File: src/rtl/diff_alert_pkg.sv
// Shared types and encodings for the differential alert transmitter.
// The alert pair encodings are written {p, n}.
package diff_alert_pkg;

  typedef enum logic [2:0] {Idle, Phase1, Phase2, Pause0, Pause1} alert_tx_state_e;

  localparam bit [1:0] ALERT_IDLE   = 2'b01;
  localparam bit [1:0] ALERT_ASSERT = 2'b10;
  localparam bit [1:0] ALERT_SIGINT = 2'b11;

  // Width of the timeout counter. It must hold TimeoutCycles itself, and it is at least 1 bit.
  function automatic int unsigned cnt_width(input int unsigned cycles);
    return (cycles == 0) ? 1 : $clog2(cycles + 1);
  endfunction

endpackage

File: src/rtl/diff_ack_rx.sv
// Ack pair front end. It has optional 2-flop synchronisers, a sigint filter,
// and it holds the last validly encoded ack level.
module diff_ack_rx
  import diff_alert_pkg::*;
#(
  parameter bit AsyncAck = 1'b0
) (
  input  logic clk_i,
  input  logic rst_i,
  input  logic ack_pi,
  input  logic ack_ni,
  output logic ack_lvl_o,
  output logic sigint_o
);

  logic w_p;
  logic w_n;
  logic w_eq;
  logic w_sigint;
  logic r_lvl;

  assign w_eq = ~(w_p ^ w_n);

  generate
    if (AsyncAck) begin : g_sync
      logic [1:0] r_p_sync;
      logic [1:0] r_n_sync;
      logic       r_eq_q;

      // NOTE: sequential state uses <= so every flop samples pre-edge values.
      always_ff @(posedge clk_i or posedge rst_i) begin
        if (rst_i) begin
          r_p_sync <= 2'b00;
          r_n_sync <= 2'b11;
          r_eq_q   <= 1'b0;
        end else begin
          r_p_sync <= {r_p_sync[0], ack_pi};
          r_n_sync <= {r_n_sync[0], ack_ni};
          r_eq_q   <= w_eq;
        end
      end

      assign w_p = r_p_sync[1];
      assign w_n = r_n_sync[1];
      // A single equal cycle is wire skew. Only a second consecutive equal cycle is an integrity fault.
      assign w_sigint = w_eq & r_eq_q;
    end else begin : g_direct
      assign w_p      = ack_pi;
      assign w_n      = ack_ni;
      assign w_sigint = w_eq;
    end
  endgenerate

  always_ff @(posedge clk_i or posedge rst_i) begin
    if (rst_i) begin
      r_lvl <= 1'b0;
    end else if (!w_eq) begin
      r_lvl <= w_p;
    end
  end

  assign ack_lvl_o = w_eq ? r_lvl : w_p;
  assign sigint_o  = w_sigint;

endmodule

File: src/rtl/diff_alert_tx.sv
// Transmit side of the differential alert link. It runs a four-phase handshake
// on the alert pair and supervises the returning ack pair for timeouts and sigint.
module diff_alert_tx
  import diff_alert_pkg::*;
#(
  parameter bit          AsyncAck      = 1'b0,
  parameter int unsigned TimeoutCycles = 64
) (
  input  logic clk_i,
  input  logic rst_i,
  input  logic alert_req_i,
  input  logic ack_pi,
  input  logic ack_ni,
  output logic alert_po,
  output logic alert_no,
  output logic done_o,
  output logic busy_o,
  output logic timeout_o,
  output logic sigint_o
);

  localparam int unsigned        CntW   = cnt_width(TimeoutCycles);
  localparam logic [CntW-1:0]    CntMax = CntW'(TimeoutCycles);

  alert_tx_state_e r_state;
  alert_tx_state_e w_state_nxt;
  logic [CntW-1:0] r_cnt;
  logic [CntW-1:0] w_cnt_nxt;
  logic [1:0]      r_alert;
  logic [1:0]      w_alert_nxt;
  logic            r_pending;
  logic            r_sigint_q;
  logic            w_ack_lvl;
  logic            w_sigint;
  logic            w_timeout_hit;
  logic            w_launch;
  logic            w_retry;
  logic            w_done;
  logic            w_timeout;

  diff_ack_rx #(.AsyncAck(AsyncAck)) u_ack_rx (
    .clk_i     (clk_i),
    .rst_i     (rst_i),
    .ack_pi    (ack_pi),
    .ack_ni    (ack_ni),
    .ack_lvl_o (w_ack_lvl),
    .sigint_o  (w_sigint)
  );

  assign w_timeout_hit = (TimeoutCycles != 0) && (r_cnt == CntMax);

  // NOTE: every output gets a default first, so no path through the case infers a latch.
  always_comb begin
    w_state_nxt = r_state;
    w_cnt_nxt   = r_cnt;
    w_alert_nxt = ALERT_IDLE;
    w_launch    = 1'b0;
    w_retry     = 1'b0;
    w_done      = 1'b0;
    w_timeout   = 1'b0;

    case (r_state)
      Idle: begin
        if (r_pending && !w_sigint) begin
          w_state_nxt = Phase1;
          w_launch    = 1'b1;
        end
      end
      Phase1, Phase2: begin
        w_alert_nxt = (r_state == Phase1) ? ALERT_ASSERT : ALERT_IDLE;
        // Priority: sigint holds, then abort after sigint, then ack, then timeout.
        if (w_sigint) begin
          w_alert_nxt = ALERT_SIGINT;
        end else if (r_sigint_q) begin
          w_state_nxt = Pause0;
          w_retry     = 1'b1;
        end else if (r_state == Phase1 && w_ack_lvl) begin
          w_state_nxt = Phase2;
        end else if (r_state == Phase2 && !w_ack_lvl) begin
          w_state_nxt = Pause0;
          w_done      = 1'b1;
        end else if (w_timeout_hit) begin
          w_state_nxt = Pause0;
          w_timeout   = 1'b1;
          w_retry     = 1'b1;
        end else if (r_cnt != CntMax) begin
          w_cnt_nxt = r_cnt + CntW'(1);
        end
      end
      Pause0:  w_state_nxt = Pause1;
      Pause1:  w_state_nxt = Idle;
      default: w_state_nxt = Idle;
    endcase

    if (w_state_nxt != r_state) begin
      w_cnt_nxt = '0;
    end
  end

  always_ff @(posedge clk_i or posedge rst_i) begin
    if (rst_i) begin
      r_state    <= Idle;
      r_cnt      <= '0;
      r_alert    <= ALERT_IDLE;
      r_pending  <= 1'b0;
      r_sigint_q <= 1'b0;
    end else begin
      r_state    <= w_state_nxt;
      r_cnt      <= w_cnt_nxt;
      r_alert    <= w_alert_nxt;
      // A request arriving in the same cycle as the launch keeps pending set for a follow-up handshake.
      r_pending  <= alert_req_i | w_retry | (r_pending & ~w_launch);
      r_sigint_q <= w_sigint;
    end
  end

  assign alert_po  = r_alert[1];
  assign alert_no  = r_alert[0];
  assign done_o    = w_done;
  assign timeout_o = w_timeout;
  assign sigint_o  = w_sigint;
  assign busy_o    = (r_state != Idle) | r_pending;

endmodule

File: config.mk
export PLATFORM = sky130hd
export DESIGN_NAME = diff_alert_tx
export DESIGN_NICKNAME = d
export VERILOG_FILES = /design/src/rtl/diff_alert_pkg.sv /design/src/rtl/diff_ack_rx.sv /design/src/rtl/diff_alert_tx.sv
export SDC_FILE = /design/constraint.sdc
export NUM_CORES = 1
export LEC_CHECK = 0
export CORE_ASPECT_RATIO = 1.25
export CORE_MARGIN = 2
export CORE_UTILIZATION = 35
export CTS_CLUSTER_DIAMETER = 40
export CTS_CLUSTER_SIZE = 40
export DETAILED_ROUTE_END_ITERATION = 8
export PLACE_DENSITY = 0.52
export REMOVE_ABC_BUFFERS = 1
export SYNTH_ARGS = -nofsm -noshare
export SYNTH_HDL_FRONTEND = slang
export SYNTH_HIERARCHICAL = 1
export SYNTH_SLANG_ARGS = --single-unit
File: constraint.sdc
create_clock -name clk_i -period 5.26 [get_ports clk_i]
set_clock_uncertainty 0.2 [all_clocks]
set_input_delay 0.789 -clock clk_i [delete_from_list [all_inputs] [get_ports clk_i]]
set_output_delay 0.789 -clock clk_i [all_outputs]
set_load 0.005 [all_outputs]
==> results of run 1 <==
==> kinds of logic after synthesis <==
family / Yosys count
XOR/XNOR: 5
buffers and inverters: 11
flip-flops: 15
AO/OA/AOI/OAI: 28
AND/OR/NAND/NOR: 40
adder cells (fa/ha/maj): 2
==> layer usage <==
metal / vias up / track usage [%] / share of wire (%)
li1: 390 / - / -
met1: 387 / 17.5 / 46
met2: 12 / 28.4 / 50
met3: 5 / 1.70 / 1.9
met4: 0 / 8.73 / 1.9
met5: - / 0 / 0
==> worst min path at each step <==
stage	start	to	slack, ns
finish	r_cnt[6]$_DFFE_PP0P_	r_cnt[6]$_DFFE_PP0P_	0.36
global route	r_cnt[6]$_DFFE_PP0P_	r_cnt[6]$_DFFE_PP0P_	0.38
CTS	r_cnt[6]$_DFFE_PP0P_	r_cnt[6]$_DFFE_PP0P_	0.36
detailed placement	r_cnt[6]$_DFFE_PP0P_	r_cnt[6]$_DFFE_PP0P_	0.34
global placement	r_cnt[6]$_DFFE_PP0P_	r_cnt[6]$_DFFE_PP0P_	0.34
floorplan	rst_i	u_ack_rx/r_lvl$_DFF_PP0_	0.32
==> flip-flops by register name (all words and copies together), names as in the netlist <==
signal / flops
r_alert: 2
r_cnt: 7
r_pending: 1
r_sigint_q: 1
r_state: 3
u_ack_rx/r_lvl: 1
==> synth_stat cells (all sizes together), types with 2 or more instances <==
| cell | number | area [µm²] |
|---|---|---|
| clkbuf | 2 | 7.51 |
| or3 | 4 | 25.0 |
| xnor2 | 5 | 43.8 |
| nor2b | 2 | 12.5 |
| a21oi | 2 | 10.0 |
| o21ai | 4 | 20.0 |
| nand3 | 3 | 15.0 |
| a211oi | 9 | 72.6 |
| a21o | 2 | 15.0 |
| buf | 2 | 12.5 |
| nor2 | 7 | 26.3 |
| o31ai | 2 | 15.0 |
| dfrtp | 14 | 350 |
| a2111oi | 2 | 20.0 |
| nand2 | 7 | 26.3 |
| nand2b | 2 | 12.5 |
| o21bai | 2 | 15.0 |
| inv | 7 | 26.3 |
| nor3 | 5 | 25.0 |
| or3b | 2 | 20.0 |
| ha | 2 | 25.0 |
| nand3b | 2 | 15.0 |
==> per-stage QoR <==
| stage | instance area, µm² | util [%] |
|---|---|---|
| floorplan | 907 | - |
| global placement | 1060 | 42.6 |
| detailed placement | 1060 | 42.6 |
| CTS | 1080 | 43.7 |
| global route | 1080 | 43.7 |
| finish | 1080 | 43.7 |
==> power groups by stage <==
| stage | sequential (mW) | combinational [mW] | clock (mW) |
|---|---|---|---|
| CTS | 0.171 | 0.144 | 0.0696 |
| finish | 0.172 | 0.142 | 0.0671 |
| global route | 0.177 | 0.158 | 0.0782 |
| floorplan | 0.164 | 0.0961 | 0 |
| global placement | 0.174 | 0.143 | 0 |
| detailed placement | 0.174 | 0.143 | 0 |
==> cells in the final DEF, fill, tap and decap left out, drive strengths merged, types with 4 or more instances in the layout <==
cell type and count:
or3 4, xnor2 5, dfrtp 14, o21ai 4, nor2 7, inv 7
a211oi 9, nor3 5, clkdlybuf4s50 10, nand2 7
==> cell type report <==
class / count / area (µm²) / share of cell area (%)
inverters: 7 / 26.3 / 2.42
clock inverters: 1 / 5.00 / 0.462
flip-flops and latches: 15 / 377 / 34.8
multi-input cells: 75 / 504 / 46.5
clock buffers: 3 / 22.5 / 2.08
repair buffers: 11 / 108 / 9.93
well taps: 33 / 41.3 / 3.81
==> tightest hold or removal path: cells and delay by family (launching register included) <==
kind,cells,cell delay [ns]
xor+xnor,1,0.12
flops,1,0.37
simple gates,1,0.04
==> results by group, run 1 <==
Cells and area
  • Antenna Cells: 0
  • Area grow syn2layout: 16.9%
  • Filler instances: 242
  • Share of cells above drive strength 1: 9.82%
  • Post-route insts no fill: 145
  • Nets@finish: 120

Floorplanning
  • DIE AREA: 3080 µm²
  • Starting Density: 37.4%
  • Core Box Area: 2480 µm²
  • # IOs: 11
  • Die height: 61.5 µm
  • Row cnt: 20
  • Die X: 50.0 µm

Critical path
  • Critical Path RT: 4.27 ns
  • Setup crit start: ack_pi
  • Crit path buffers/inverters: 2
  • CP arrival: 2.99 ns
  • CP Cell Sequence: clkdlybuf4s50_1 > nor2_1 > o21ai_1 > nand3b_1 > a21o_1 > nor2_1 > clkdlybuf4s50_1
  • CP Max Fanout: 8
  • R2R depth: 6
  • R2R Path Start: r_cnt[0]$_DFFE_PP0P_
  • Reg2reg end: r_cnt[5]$_DFFE_PP0P_
  • WS Path Type: in2out
  • Reg2reg setup slack: 2.88 ns
  • Critical-path top delay cell: clkdlybuf4s50_1
  • Critical path's largest stage delay: 0.52 ns
  • Startpoint Class: input pin
  • Delay-heaviest family, CP: buffers and inverters
  • Worst Setup EP: timeout_o
  • Crit path capture type: output port
  • Critical Path Stages: 7

Logic synthesis
  • Count of different cell masters after synthesis: 38
  • Mapped cell area: 927 µm²
  • Top_reg_cell synth: dfrtp_1
  • Synth Area in Compound Gates: 22.9%
  • Ys async rst share: 100%
  • Mapped Cells: 101
  • Post-synth EDFFs: 0
  • Post-synthesis sequential area ratio: 40.6%
  • Post-synthesis mux area share: 0%
  • Xor/xnor share of the synthesized area: 4.72%
  • Mean area per synthesized cell: 9.18 µm²
  • Adder-cell share of the synthesized area: 2.70%
  • Synth Area in Simple Gates: 24.0%
  • Flops & latches, synth: 15
  • Synth warn: 6
  • Largest family of logic cells by synthesized area: simple AND/OR/NAND/NOR gates

STA
  • Worst hold margin: 0.356 ns
  • Final setup fails: 0
  • Unrepaired setup endpoints after global routing: false
  • Tcrit/Tclk final: 75.7%
  • Final TNS setup: 0 ns
  • Final Critical Period: 3.98 ns
  • Fin. Hold Viols: 0
  • Worst-margin pin slew: 1.02 ns
  • Max-slew violation count: 0
  • Relative slew slack: 32.2%
  • Worst setup margin: 1.28 ns
  • Fmax: 251 MHz

Global routing
  • Initial antenna violation count: 0
  • Vias in the first global route: 774
  • Largest net degree at the start of global routing: 15
  • GRT Total Usage: 15.4%
  • Total gr overflow: 0
  • Global-route wire length before repair: 3.53 mm

Routing
  • DR vias: 794
  • Antenna-violating nets left: 0
  • Vias per Instance: 5.48
  • Pre-antenna DRT Iters: 4
  • Post-route DRC: 0
  • Routed wire length: 2.04 mm
  • WL/cell: 14.1 µm
  • Initial DRC count: 19

Hold path
  • Hold WC Path Type: reg2reg
  • WHS Path Cells: 2

Placement
  • DP HPWL: 1.48 mm
  • Inst Count DP: 141
  • IO buf count: 10
  • RePlAce Congestion: 0.824
  • Setup WS pre-CTS: 1.30 ns

Pwr
  • Comb pwr share: 37.3%
  • Worst vdd ir: 0.176 mV
  • Net switching power: 147 µW
  • Switching Fraction: 38.6%
  • Tot Pwr: 381 µW
  • Cell Int Power: 234 µW
  • Clk network pwr share: 17.6%
  • Pwr/cell area: 352 nW/µm²
  • Register share of total power: 45.0%
  • Leakage: 0.397 nW

CTS
  • Setup Buffers After CTS: 0
  • Worst skew pair latency: 0.28 ns
  • CTS tree: done
  • CTS sink count: 15
  • Inserted Clock Buffers: 3
  • Clock Tree Root: clkbuf_4
  • Hold-fix buffers, CTS: 0
  • CTS H-Tree Depth: 1
  • # resized after CTS: 0
  • CTS max path bufs: 2
  • Worst-path clk slew: 0.09 ns

Status
  • Status: completed

Flow run
  • Max-cap violations: 0
Note: power is estimated with default switching activity, not from simulation.
==> inputs of run 2 (changes only) <==
PLACE_DENSITY = 0.54   (was 0.52)
clock period = 3.4 ns   (was 5.26 ns; I/O delays follow)
==> results by group, run 2 (synthesis gave the netlist of run 1 again) <==
Critical path
  • WS Path Type: in2out
  • CP arrival: 2.45 ns (-0.54 ns)
  • Critical Path RT: 2.69 ns (-1.58 ns)
  • Worst Setup EP: timeout_o
  • Setup crit start: ack_pi
  • Reg2reg setup slack: 1.04 ns (-1.84 ns)
  • Reg2reg end: r_cnt[6]$_DFFE_PP0P_
  • CP Max Fanout: 7 (-1)
  • Crit path capture type: output port
  • R2R depth: 6 (unchanged)
  • Startpoint Class: input pin
  • R2R Path Start: r_cnt[0]$_DFFE_PP0P_

Cells and area
  • Antenna Cells: 0 (unchanged)
  • Top reg by flops: r_cnt
  • Commonest non-fill, non-tap cell in the layout: dfrtp_1
  • Area grow syn2layout: 17.5%
  • Nets@finish: 121 (+0.83%)
  • Most frequent cells in the layout: 14 x dfrtp_1, 10 x clkdlybuf4s50_1, 8 x a211oi_1
  • Biggest regs: r_cnt x7, r_state x3, r_alert x2
  • Filler instances: 242 (unchanged)
  • Max FFs per register: 7 (unchanged)
  • Share of cells above drive strength 1: 9.73% (-0.087 points)

STA
  • Final TNS setup: 0 ns (unchanged)
  • Worst-margin pin slew: 1.01 ns (-0.00212 ns)
  • Unrepaired setup endpoints after global routing: false
  • Max-slew violation count: 0 (unchanged)
  • Tcrit/Tclk final: 92.8%
  • Fin. Hold Viols: 0 (unchanged)
  • Final setup fails: 0 (unchanged)
  • Fmax: 317 MHz
  • Relative slew slack: 32.4% (+0.14 points)
  • Final Critical Period: 3.16 ns

Pwr
  • Clk network pwr share: 17.4% (-0.2 points)
  • Pwr/cell area: 539 nW/µm² (+53%)
  • Cell Int Power: 365 µW (+56%)
  • Switching Fraction: 37.9% (-0.72 points)
  • Worst vdd ir: 0.234 mV (+33%)
  • Net switching power: 223 µW (+51%)
  • Comb pwr share: 37.7% (+0.4 points)
  • Tot Pwr: 588 µW (+54%)
  • Register share of total power: 45.0% (about the same)
  • Leakage: 0.399 nW (+0.51%)

Status
  • Status: completed

Placement
  • RePlAce Congestion: 0.812 (-1.5%)
  • IO buf count: 10 (unchanged)
  • DP HPWL: 1.49 mm (+0.55%)

Routing
  • Vias per Instance: 5.33 (-2.7%)
  • Routed wire length: 2.00 mm (-2.3%)
  • Post-route DRC: 0 (unchanged)
  • Antenna-violating nets left: 0 (unchanged)
  • WL/cell: 13.7 µm (-2.9%)
  • Initial DRC count: 21 (+2)
  • DR vias: 778 (-2.0%)
  • Pre-antenna DRT Iters: 4 (unchanged)

Floorplanning
  • Row cnt: 20 (unchanged)
  • Starting Density: 37.4% (unchanged)
  • # IOs: 11 (unchanged)
  • Core Box Area: 2480 µm² (unchanged)
  • DIE AREA: 3080 µm² (unchanged)
  • Die X: 50.0 µm (unchanged)
  • Die height: 61.5 µm (unchanged)

CTS
  • Worst skew pair latency: 0.28 ns (about the same)
  • Inserted Clock Buffers: 3 (unchanged)
  • CTS H-Tree Depth: 1 (unchanged)
  • # resized after CTS: 0 (unchanged)
  • CTS tree: done
  • Clock Tree Root: clkbuf_4
  • CTS sink count: 15 (unchanged)
  • Hold-fix buffers, CTS: 0 (unchanged)
  • Worst-path clk slew: 0.09 ns (about the same)
  • CTS max path bufs: 2 (unchanged)
  • Setup Buffers After CTS: 0 (unchanged)

Global routing
  • GRT busiest layer: met2
  • Grt met3 use: 2.18% (+0.49 points)
  • Total gr overflow: 0 (unchanged)
  • Largest net degree at the start of global routing: 15 (unchanged)
  • Global-route wire length before repair: 3.37 mm (-4.5%)
  • Vias in the first global route: 738 (-4.7%)
  • M1 GR Usage: 17.9% (+0.44 points)
  • GR Util met2: 23.7% (-4.7 points)
  • Initial antenna violation count: 0 (unchanged)
  • GRT Total Usage: 14.7% (-0.67 points)

Flow run
  • Max-cap violations: 0 (unchanged)

Hold path
  • Hold WC Path Type: in2async
## run 2: stage by stage
| step | cell area, µm² | worst slack (ns) | utilization (%) | cells | hold WS [ns] |
|---|---|---|---|---|---|
| finish | 1090 | 0.244 | 44.0 | 146 | 0.190 |
| global route | 1090 | 0.173 | 44.0 | 146 | 0.182 |
| CTS | 1090 | 0.241 | 44.0 | 146 | 0.182 |
| detailed placement | 1060 | 0.240 | 42.9 | 142 | 0.344 |
| global placement | 1060 | 0.268 | 42.9 | 142 | 0.345 |
| floorplan | 907 | 1.08 | - | 97 | 0.0387 |
## run 2: worst min-delay path by stage
| stage | endpoint | from | slack [ns] | cells past startpoint |
|---|---|---|---|---|
| finish | u_ack_rx/r_lvl$_DFF_PP0_ | rst_i | 0.19 | 2 |
| global route | u_ack_rx/r_lvl$_DFF_PP0_ | rst_i | 0.18 | 2 |
| CTS | u_ack_rx/r_lvl$_DFF_PP0_ | rst_i | 0.18 | 2 |
| detailed placement | r_cnt[6]$_DFFE_PP0P_ | r_cnt[6]$_DFFE_PP0P_ | 0.34 | 2 |
| global placement | r_cnt[6]$_DFFE_PP0P_ | r_cnt[6]$_DFFE_PP0P_ | 0.34 | 2 |
| floorplan | u_ack_rx/r_lvl$_DFF_PP0_ | rst_i | 0.04 | 1 |
## run 2: critical path, stage by stage
cell and delay (ns):
clkdlybuf4s50_1 0.45, nor2_1 0.12, o21ai_1 0.09, or3b_4 0.42, a21o_1 0.26, nor2_1 0.10, clkdlybuf4s50_1 0.50
## run 2: cell type report
class                           instances  area (µm²)  area share (%)
Clock buffer                            4        26.3            2.41
Inverter                                7        26.3            2.41
Multi-Input combinational cell         75         504            46.3
Sequential cell                        15         377            34.6
Tap cell                               33        41.3            3.79
Timing Repair Buffer                   12         115            10.6
## run 2: power groups by stage
stage	logic [mW]	registers (mW)	clock network, mW
2_1_floorplan	0.149	0.254	0
3_3_place_gp	0.221	0.269	0
3_5_place_dp	0.224	0.267	0
4_1_cts	0.223	0.264	0.108
5_1_grt	0.244	0.274	0.118
6_report	0.222	0.264	0.102
## run 2: metal layers
layer  share of wire (%)  wire, µm  vias up
li1                    -         -      393
met3                 2.4        48        4
met4                 1.5        29        0
met1                  48       965      372
met5                   0         0        -
met2                  48       952        9
==> inputs of run 3 (changes only) <==
CORE_UTILIZATION = 48   (was 35)
PLACE_DENSITY = 0.71   (was 0.54)
==> results by group, run 3 (synthesis gave the netlist of run 1 again) <==
Floorplanning
  • Die X: 43.3 µm (-13%)
  • Core Box Area: 1790 µm² (-28%)
  • Row cnt: 17 (-15%)
  • DIE AREA: 2300 µm² (-25%)
  • # IOs: 11 (unchanged)
  • Die height: 53.1 µm (-14%)
  • Starting Density: 51.9% (+14 points)

Hold path
  • Hold WC Path Type: in2async

Global routing
  • Largest net degree at the start of global routing: 15 (unchanged)
  • Total gr overflow: 0 (unchanged)
  • Global-route wire length before repair: 3.46 mm (+2.6%)
  • Initial antenna violation count: 0 (unchanged)
  • GRT Total Usage: 20.5% (+5.7 points)
  • Vias in the first global route: 767 (+3.9%)

Placement
  • Cell Area, Placed: 1050 µm² (-1.6%)
  • IO buf count: 10 (unchanged)
  • RePlAce Congestion: 0.797 (-1.8%)
  • DP HPWL: 1.41 mm (-5.2%)

STA
  • Unrepaired setup endpoints after global routing: false
  • Max-slew violation count: 0 (unchanged)
  • Final setup fails: 0 (unchanged)
  • Final Critical Period: 3.17 ns (+0.0116 ns)
  • Relative slew slack: 35.0% (+2.6 points)
  • Final TNS setup: 0 ns (unchanged)
  • Fmax: 316 MHz (-0.37%)
  • Tcrit/Tclk final: 93.2% (+0.34 points)
  • Worst-margin pin slew: 0.975 ns (-0.0388 ns)
  • Fin. Hold Viols: 0 (unchanged)

Cells and area
  • Antenna Cells: 0 (unchanged)
  • Final instance area: 1070 µm² (-1.6%)
  • Top reg by flops: r_cnt
  • Nets@finish: 121 (unchanged)
  • Most frequent cells in the layout: 14 x dfrtp_1, 10 x clkdlybuf4s50_1, 8 x a211oi_1
  • Commonest non-fill, non-tap cell in the layout: dfrtp_1
  • Area grow syn2layout: 15.7%
  • Biggest regs: r_cnt x7, r_state x3, r_alert x2
  • Filler instances: 185 (-24%)
  • Max FFs per register: 7 (unchanged)
  • Share of cells above drive strength 1: 9.73% (unchanged)

Critical path
  • Crit path buffers/inverters: 3 (+1)
  • Reg2reg end: r_cnt[5]$_DFFE_PP0P_
  • Crit path capture type: output port
  • Critical path's largest stage delay: 0.52 ns (+0.02 ns)
  • CP Cell Sequence: clkdlybuf4s50_1 > nor2_1 > o21ai_1 > buf_4 > nand3b_1 > a21o_1 > nor2_1 > clkdlybuf4s50_1
  • Setup crit start: ack_pi
  • Startpoint Class: input pin
  • R2R depth: 6 (unchanged)
  • WS Path Type: in2out
  • Critical Path RT: 2.69 ns (about the same)
  • Critical-path top delay cell: clkdlybuf4s50_1
  • Reg2reg setup slack: 1.02 ns (-0.02 ns)
  • Delay-heaviest family, CP: buffers and inverters
  • CP arrival: 2.46 ns (about the same)
  • R2R Path Start: r_cnt[0]$_DFFE_PP0P_
  • Critical Path Stages: 8 (+1)
  • CP Max Fanout: 7 (unchanged)
  • Worst Setup EP: timeout_o

CTS
  • CTS sink count: 15 (unchanged)
  • # resized after CTS: 0 (unchanged)
  • CTS tree: done
  • Setup Buffers After CTS: 0 (unchanged)
  • Clock Tree Root: clkbuf_4
  • CTS max path bufs: 2 (unchanged)
  • CTS H-Tree Depth: 1 (unchanged)
  • Inserted Clock Buffers: 3 (unchanged)
  • Worst-path clk slew: 0.09 ns (about the same)
  • Hold-fix buffers, CTS: 0 (unchanged)
  • Worst skew pair latency: 0.28 ns (about the same)

Pwr
  • Leakage: 0.399 nW (unchanged)
  • Pwr/cell area: 545 nW/µm² (+0.98%)
  • Worst vdd ir: 0.306 mV (+31%)

Routing
  • Metal2 WL: 939 µm (-1.4%)
  • Initial DRC count: 23 (+9.5%)
  • Post-route DRC: 0 (unchanged)
  • Pre-antenna DRT Iters: 4 (unchanged)
  • Routed wire length: 1.94 mm (-2.7%)
  • Vias per Instance: 6.02 (+13%)
  • WL/cell: 14.7 µm (+7.7%)
  • Met3 wire length: 31 µm (-35%)
  • WL met1: 942 µm (-2.4%)
  • DR vias: 795 (+2.2%)
  • Max Used Layer: met4
  • Antenna-violating nets left: 0 (unchanged)

Status
  • Status: completed

Flow run
  • Max-cap violations: 0 (unchanged)
==> run 3: how the worst min path moves through the flow <==
stage | from | endpoint | slack (ns) | cells after the start
3_5_place_dp | r_cnt[6]$_DFFE_PP0P_ | r_cnt[6]$_DFFE_PP0P_ | 0.36 | 2
3_3_place_gp | r_cnt[6]$_DFFE_PP0P_ | r_cnt[6]$_DFFE_PP0P_ | 0.34 | 2
5_1_grt | rst_i | u_ack_rx/r_lvl$_DFF_PP0_ | 0.21 | 2
4_1_cts | rst_i | u_ack_rx/r_lvl$_DFF_PP0_ | 0.18 | 2
2_1_floorplan | rst_i | u_ack_rx/r_lvl$_DFF_PP0_ | 0.04 | 1
6_report | rst_i | u_ack_rx/r_lvl$_DFF_PP0_ | 0.18 | 2
==> run 3: worst register-to-register path: stages (launching register included) <==
cell      delay [ns]
dfrtp_1         0.44
inv_1           0.08
ha_1            0.13
and4bb_2        0.25
nand2_1         0.15
a221oi_1        0.86
nor3_1          0.12
==> run 3: through the flow <==
step / hold slack [ns] / setup WS (ns) / cells / util, % / total power [mW]
3_5_place_dp: 0.358 / 0.251 / 128 / 58.5 / 0.483
2_1_floorplan: 0.0387 / 1.08 / 97 / - / 0.403
5_1_grt: 0.209 / 0.0843 / 132 / 60.0 / 0.629
4_1_cts: 0.178 / 0.226 / 132 / 60.0 / 0.586
3_3_place_gp: 0.341 / 0.297 / 128 / 58.5 / 0.481
6_report: 0.183 / 0.233 / 132 / 60.0 / 0.584
==> run 3: power by group <==
| group | switching [mW] | leakage [nW] | internal [mW] | total, mW |
|---|---|---|---|---|
| registers | 0.0531 | 0.193 | 0.212 | 0.265 |
| clock network | 0.0557 | 0.0150 | 0.0454 | 0.101 |
| logic | 0.111 | 0.191 | 0.107 | 0.218 |
| total | 0.219 | 0.399 | 0.365 | 0.584 |
==> run 3: routing by layer <==
metal | GRT usage (%) | vias to the layer above
li1 | - | 399
met1 | 26.6 | 383
met2 | 34.1 | 9
met3 | 3.07 | 4
met4 | 7.58 | 0
met5 | 0 | -
==> run 3: area by class of cell <==
type | instances | area, µm² | share of cell area (%)
Multi-Input combinational cell | 75 | 504 | 47.0
Sequential cell | 15 | 377 | 35.1
Timing Repair Buffer | 12 | 115 | 10.7
Clock buffer | 4 | 26.3 | 2.45
Inverter | 7 | 26.3 | 2.45
Tap cell | 19 | 23.8 | 2.22
